==> src/rtl/out_uart_tx_if.sv <==
// out_uart_tx_if: bus-side load port plus serial and status outputs of the output UART
interface out_uart_tx_if;
  logic       load;
  logic [7:0] bus;
  logic       tx;
  logic       busy;
  logic       full;
  logic       overflow;
  logic [7:0] out;
  modport master (output load, bus, input tx, busy, full, overflow, out);
  modport slave (input load, bus, output tx, busy, full, overflow, out);
endinterface

==> src/rtl/out_uart_tx.sv <==
// out_uart_tx: captures bus bytes on load into a FIFO and sends them as 8N1 UART frames
module out_uart_tx #(
  parameter int CLKS_PER_BIT = 16,
  parameter int FIFO_DEPTH = 4
) (
  input logic clk,
  input logic rst_n,
  out_uart_tx_if.slave io
);
  localparam int AW = $clog2(FIFO_DEPTH);
  localparam int CW = $clog2(CLKS_PER_BIT);
  typedef enum logic [1:0] {IDLE, START, DATA, STOP} state_t;
  state_t state, state_n;
  logic [CW-1:0] cnt, cnt_n;
  logic [2:0] bit_idx, bit_idx_n;
  logic [7:0] shift, shift_n;
  logic [7:0] mem [FIFO_DEPTH];
  logic [AW-1:0] wp, rp;
  logic [AW:0] count;
  logic [7:0] out_q;
  logic tx_q, tx_n, overflow_q, full, push, pop, bit_end;
  assign full = count == (AW+1)'(FIFO_DEPTH);
  assign push = io.load && !full;
  assign pop = state == IDLE && count != '0;
  assign bit_end = cnt == CW'(CLKS_PER_BIT - 1);
  assign io.tx = tx_q;
  assign io.busy = state != IDLE || count != '0;
  assign io.full = full;
  assign io.overflow = overflow_q;
  assign io.out = out_q;
  always_ff @(posedge clk or negedge rst_n)
    if (!rst_n) begin
      state <= IDLE;
      cnt <= '0;
      bit_idx <= '0;
      shift <= '0;
      tx_q <= 1'b1;
    end else begin
      state <= state_n;
      cnt <= cnt_n;
      bit_idx <= bit_idx_n;
      shift <= shift_n;
      tx_q <= tx_n;
    end
  always_comb begin
    state_n = state;
    cnt_n = bit_end ? '0 : cnt + 1'b1;
    bit_idx_n = bit_idx;
    shift_n = shift;
    case (state)
      IDLE: begin
        cnt_n = '0;
        if (pop) begin
          state_n = START;
          shift_n = mem[rp];
        end
      end
      START: if (bit_end) begin
        state_n = DATA;
        bit_idx_n = '0;
      end
      DATA: if (bit_end) begin
        shift_n = shift >> 1;
        bit_idx_n = bit_idx + 1'b1;
        state_n = bit_idx == 3'd7 ? STOP : DATA;
      end
      default: if (bit_end) state_n = IDLE;
    endcase
  end
  // tx is registered from the next state so the line moves on the same edge as the FSM
  always_comb tx_n = state_n == START ? 1'b0 : state_n == DATA ? shift_n[0] : 1'b1;
  always_ff @(posedge clk or negedge rst_n)
    if (!rst_n) begin
      wp <= '0;
      rp <= '0;
      count <= '0;
      out_q <= '0;
      overflow_q <= 1'b0;
    end else begin
      if (push) begin
        wp <= wp + 1'b1;
        out_q <= io.bus;
      end
      if (pop) rp <= rp + 1'b1;
      if (io.load && full) overflow_q <= 1'b1;
      count <= count + (AW+1)'(push) - (AW+1)'(pop);
    end
  always_ff @(posedge clk)
    if (push) mem[wp] <= io.bus;
endmodule

==> src/flat_wrapper.sv <==
// flat-port wrapper written by rule: the top's interface ports become plain ports
module out_uart_tx_flat 
#(
  parameter int CLKS_PER_BIT = 16,
  parameter int FIFO_DEPTH = 4
)
  (clk, rst_n, io_load, io_bus, io_tx, io_busy, io_full, io_overflow, io_out);
  out_uart_tx_if io_i ();
  input logic clk;
  input logic rst_n;
  input wire logic [$bits(io_i.load)-1:0] io_load;
  input wire logic [$bits(io_i.bus)-1:0] io_bus;
  output wire logic [$bits(io_i.tx)-1:0] io_tx;
  output wire logic [$bits(io_i.busy)-1:0] io_busy;
  output wire logic [$bits(io_i.full)-1:0] io_full;
  output wire logic [$bits(io_i.overflow)-1:0] io_overflow;
  output wire logic [$bits(io_i.out)-1:0] io_out;
  assign io_i.load = io_load;
  assign io_i.bus = io_bus;
  assign io_tx = io_i.tx;
  assign io_busy = io_i.busy;
  assign io_full = io_i.full;
  assign io_overflow = io_i.overflow;
  assign io_out = io_i.out;
  out_uart_tx #(.CLKS_PER_BIT(CLKS_PER_BIT), .FIFO_DEPTH(FIFO_DEPTH)) u_core (.clk(clk), .rst_n(rst_n), .io(io_i));
endmodule
==> config.mk <==
export PLATFORM = sky130hd
export DESIGN_NAME = out_uart_tx_flat
export DESIGN_NICKNAME = d
export VERILOG_FILES = /design/src/rtl/out_uart_tx_if.sv /design/src/rtl/out_uart_tx.sv /design/src/flat_wrapper.sv
export SDC_FILE = /design/constraint.sdc
export NUM_CORES = 1
export LEC_CHECK = 0
export CAP_MARGIN = 15
export CORE_MARGIN = 10
export CORE_UTILIZATION = 48
export DETAILED_ROUTE_END_ITERATION = 16
export GPL_ROUTABILITY_DRIVEN = 0
export PLACE_DENSITY = 0.71
export REMOVE_ABC_BUFFERS = 1
export SLEW_MARGIN = 20
export SYNTH_ARGS = -nofsm -noshare
export SYNTH_HDL_FRONTEND = slang
export SYNTH_SLANG_ARGS = --single-unit
==> constraint.sdc <==
create_clock -name clk -period 1.85 [get_ports clk]
set_input_delay 0.555 -clock clk [delete_from_list [all_inputs] [get_ports clk]]
set_output_delay 0.555 -clock clk [all_outputs]
set_load 0.05 [all_outputs]
==> reports/results.ini, run 1 <==
[run_status]
status = complete, but fails checks
violations = negative setup slack

[cts]
cts_root_buffer = clkbuf_8
cts.clk_slew.worst_paths_ps = 80
clock_sinks = 66
ctsHtreeMaxLevel = 3
cts_tree = built
clk_latency_ps = 340
clock_path_buffers = 2
numCtsBuffers = 9
ctsHoldBuffers = 0

[sta]
slew_headroom_pct = 71.2
timing.fmax_mhz = 518
fin_ws_ps = -79.9
setup_viol = 3
slew_violations = 0
hold_slack_ps = 459
skew_ps = 7.36
tightestPinTransition_ps = 431
hold_violations = 0
rsz0062_at_grt = true
fin_crit_ps = 1930
tns_ps = -153
fin_crit_sh_pct = 104

[floorplanning]
num_rows = 27
coreArea_mm2 = 0.00554
io-pin-count = 23
die_y_um = 95.8
die_w_um = 95.8
initial_core_util_pct = 49.8
dieArea_mm2 = 0.00918

[power_and_ir_drop]
peakVddDrop_mv = 0.831
p_clk_share_pct = 27.6
p_leak_nw = 1.41
p_int_mw = 3.02
p_seq_share_pct = 45.1
switching_share_pct = 30.8
switchingPower_mw = 1.34
combPwrFrac_pct = 27.4
power_density_mw_per_mm2 = 1250
total_power_mw = 4.36

[global_routing]
grt_max_degree = 35
grt_pass1_wl_mm = 8.56
antenna_found_initial = 0
grtUsageTotal_pct = 12.3
grt_overflow_total = 0
grt_pass1_vias = 1719

[routing]
vias = 1582
totalWireLength_mm = 5.08
first_pass_iters = 4
drt_iter0_markers = 75
via_per_inst = 5.31
drtAntennaViolNets = 0
drc = 0
wire_per_inst_um = 17.1

[setup_path]
path_cells = nor3_4, buf_6, nand2_4, buf_12
cp_max_fo = 3
r2r-end = u_core.count[2]$_DFF_PN0_
crit_family = flip-flops
path_class = reg2out
start_kind = flop
worstReg2RegStart = u_core.count[0]$_DFF_PN0_
crit_slowest_cell = dfrtp_2
critPathRequiredTime_ps = 1290
r2r_setup_slack_ps = -10
max_stage_delay_ps = 450
worst_setup_path_end_kind = output port
reg2regPathDepth = 8
cp.arrival_ps = 1370
worst-path-buf-inv = 2

[synth]
ys_seq_area_share_pct = 65.7
synth_adder_area_share_pct = 4.35
synth_cells = 177
synth_cell_types = 38
synth_compound_gate_area_share_pct = 6.94
synth_seq_cells = 66
yosysWarnings = 0
synthMuxAreaShare_pct = 10.1
syn_area_mm2 = 0.00276
synth.avg_cell_area_um2 = 15.6
yosys.area_share.simple_pct = 8.25
synth_top_family_by_area = multiplexers
synthXorXnorAreaFrac_pct = 2.22

[final_layout]
num-fill-cells = 406
seqCellArea_mm2 = 0.00182
syn_to_final_growth_pct = 26.3
multiInputGateArea_um2 = 908
final_layout_size_suffix_gt1_share_pct = 31.0
layout_common_cells = edfxtp_1, dfrtp_1, buf_4
fin_nets = 241
fin_util_pct = 62.9
n_antenna_cell = 0
final_common_cell = edfxtp_1

[placed_design]
post-place-ws_ps = -295
port-buffer-count = 22
dpl.hpwl_mm = 3.66

[min_path]
hold_start = u_core.io.overflow$_DFFE_PN0P_
hold_depth = 1
hold_class = reg2reg
min_to = u_core.io.overflow$_DFFE_PN0P_

[flow_run]
maxCapViolations = 0

how the worst max path moves through the flow:
stage | from | slack [ps] | endpoint | depth (start not counted)
CTS | u_core.count[0]$_DFF_PN0_ | -80 | io_full | 4
detailed placement | io_load | -290 | u_core.count[2]$_DFF_PN0_ | 6
floorplan | u_core.count[0]$_DFF_PN0_ | -810 | u_core.count[2]$_DFF_PN0_ | 6
finish | u_core.count[0]$_DFF_PN0_ | -80 | io_busy | 4
global route | u_core.count[0]$_DFF_PN0_ | -130 | io_busy | 4
global placement | io_load | -280 | u_core.count[2]$_DFF_PN0_ | 6
per-stage QoR:
step	instance area [µm²]	cells
6_report	3490	298
5_1_grt	3490	298
3_5_place_dp	3210	279
2_1_floorplan	2710	168
3_3_place_gp	3210	279
4_1_cts	3450	296
sequential cells by signal (all words and copies together), names as in the netlist:
name / count
u_core.rp: 2
u_core.io.overflow: 1
u_core.shift: 8
u_core.mem: 32
u_core.bit_idx: 3
u_core.cnt: 4
u_core.io.out: 8
u_core.state: 2
u_core.count: 3
u_core.wp: 2
u_core.io.tx: 1
power groups by stage:
stage          sequential (mW)  clock, mW  combinational [mW]
6_report                  1.97       1.20                1.19
3_5_place_dp              1.97          0                1.14
5_1_grt                   1.99       1.30                1.29
4_1_cts                   1.95       1.24                1.20
3_3_place_gp              1.96          0                1.11
2_1_floorplan             2.18          0               0.403
timing repair:
action / in CTS / in global routing
gates resized for setup: 7 / 6
pin swaps: 2 / 2
setup buffers: 1 / 2
setup endpoints to repair: 4 / 9
cell families after synthesis:
logic type	count (synthesis)
buf+inv	13
mux	16
simple gates	40
flops	66
compound gates	26
fa+ha+maj	9
xor+xnor	7
worst register-to-register path, delay by kind of cell, from the launching register on:
kind | cells | cell delay (ps)
adder cells (fa/ha/maj) | 2 | 530
AND/OR/NAND/NOR | 4 | 470
flip-flops | 1 | 450
XOR/XNOR | 2 | 290
cells in the mapped netlist, drive strengths merged:
library cell   n  area share [%]
a22o           3            0.95
mux2           8             3.3
edfxtp        32              35
a211oi         1            0.27
mux4           8             6.8
nand2b         1            0.23
o2111ai        1            0.32
and2          12             2.7
nand3          2            0.36
buf            5             1.4
a221o          6             2.2
fa             1            0.73
clkbuf         4            0.54
dfrtp         33              30
a311oi         1            0.32
ha             8             3.6
xor2           2            0.64
and3           1            0.23
o21ai          8             1.5
dfstp          1            0.95
a21oi          2            0.36
xnor2          5             1.6
nor3b          2            0.73
nor2           4            0.54
nand2         11             1.5
a21o           2            0.54
nor3           5             1.5
a32oi          1            0.32
a31oi          1            0.23
inv            4            0.54
nor2b          2            0.45
final cells by class:
class / instances / share of cell area (%)
multi-input combinational: 98 / 26.1
sequential: 66 / 52.1
inverter: 4 / 0.431
tap: 72 / 2.58
timing repair buffer: 42 / 13.1
clock inverter: 7 / 2.23
clock buffer: 9 / 3.55
per-layer routing:
metal  vias to the layer above  global-route usage [%]  wire length (µm)
met5                         -                       0                 0
li1                        751                       -                 -
met1                       791                    15.8              2240
met2                        31                    18.4              2520
met3                         9                    3.74               232
met4                         0                    6.63                87
Power figures use the tool's default switching activity.
==> run 2: changes to the inputs <==
--- a/config.mk
+++ b/config.mk
@@ -9,7 +9,6 @@
 export CORE_MARGIN = 10
 export CORE_UTILIZATION = 48
 export DETAILED_ROUTE_END_ITERATION = 16
-export GPL_ROUTABILITY_DRIVEN = 0
 export PLACE_DENSITY = 0.71
 export REMOVE_ABC_BUFFERS = 1
 export SLEW_MARGIN = 20
==> results of run 2 <==
Same layout as run 1: the final DEF is identical, and so are final timing and power.
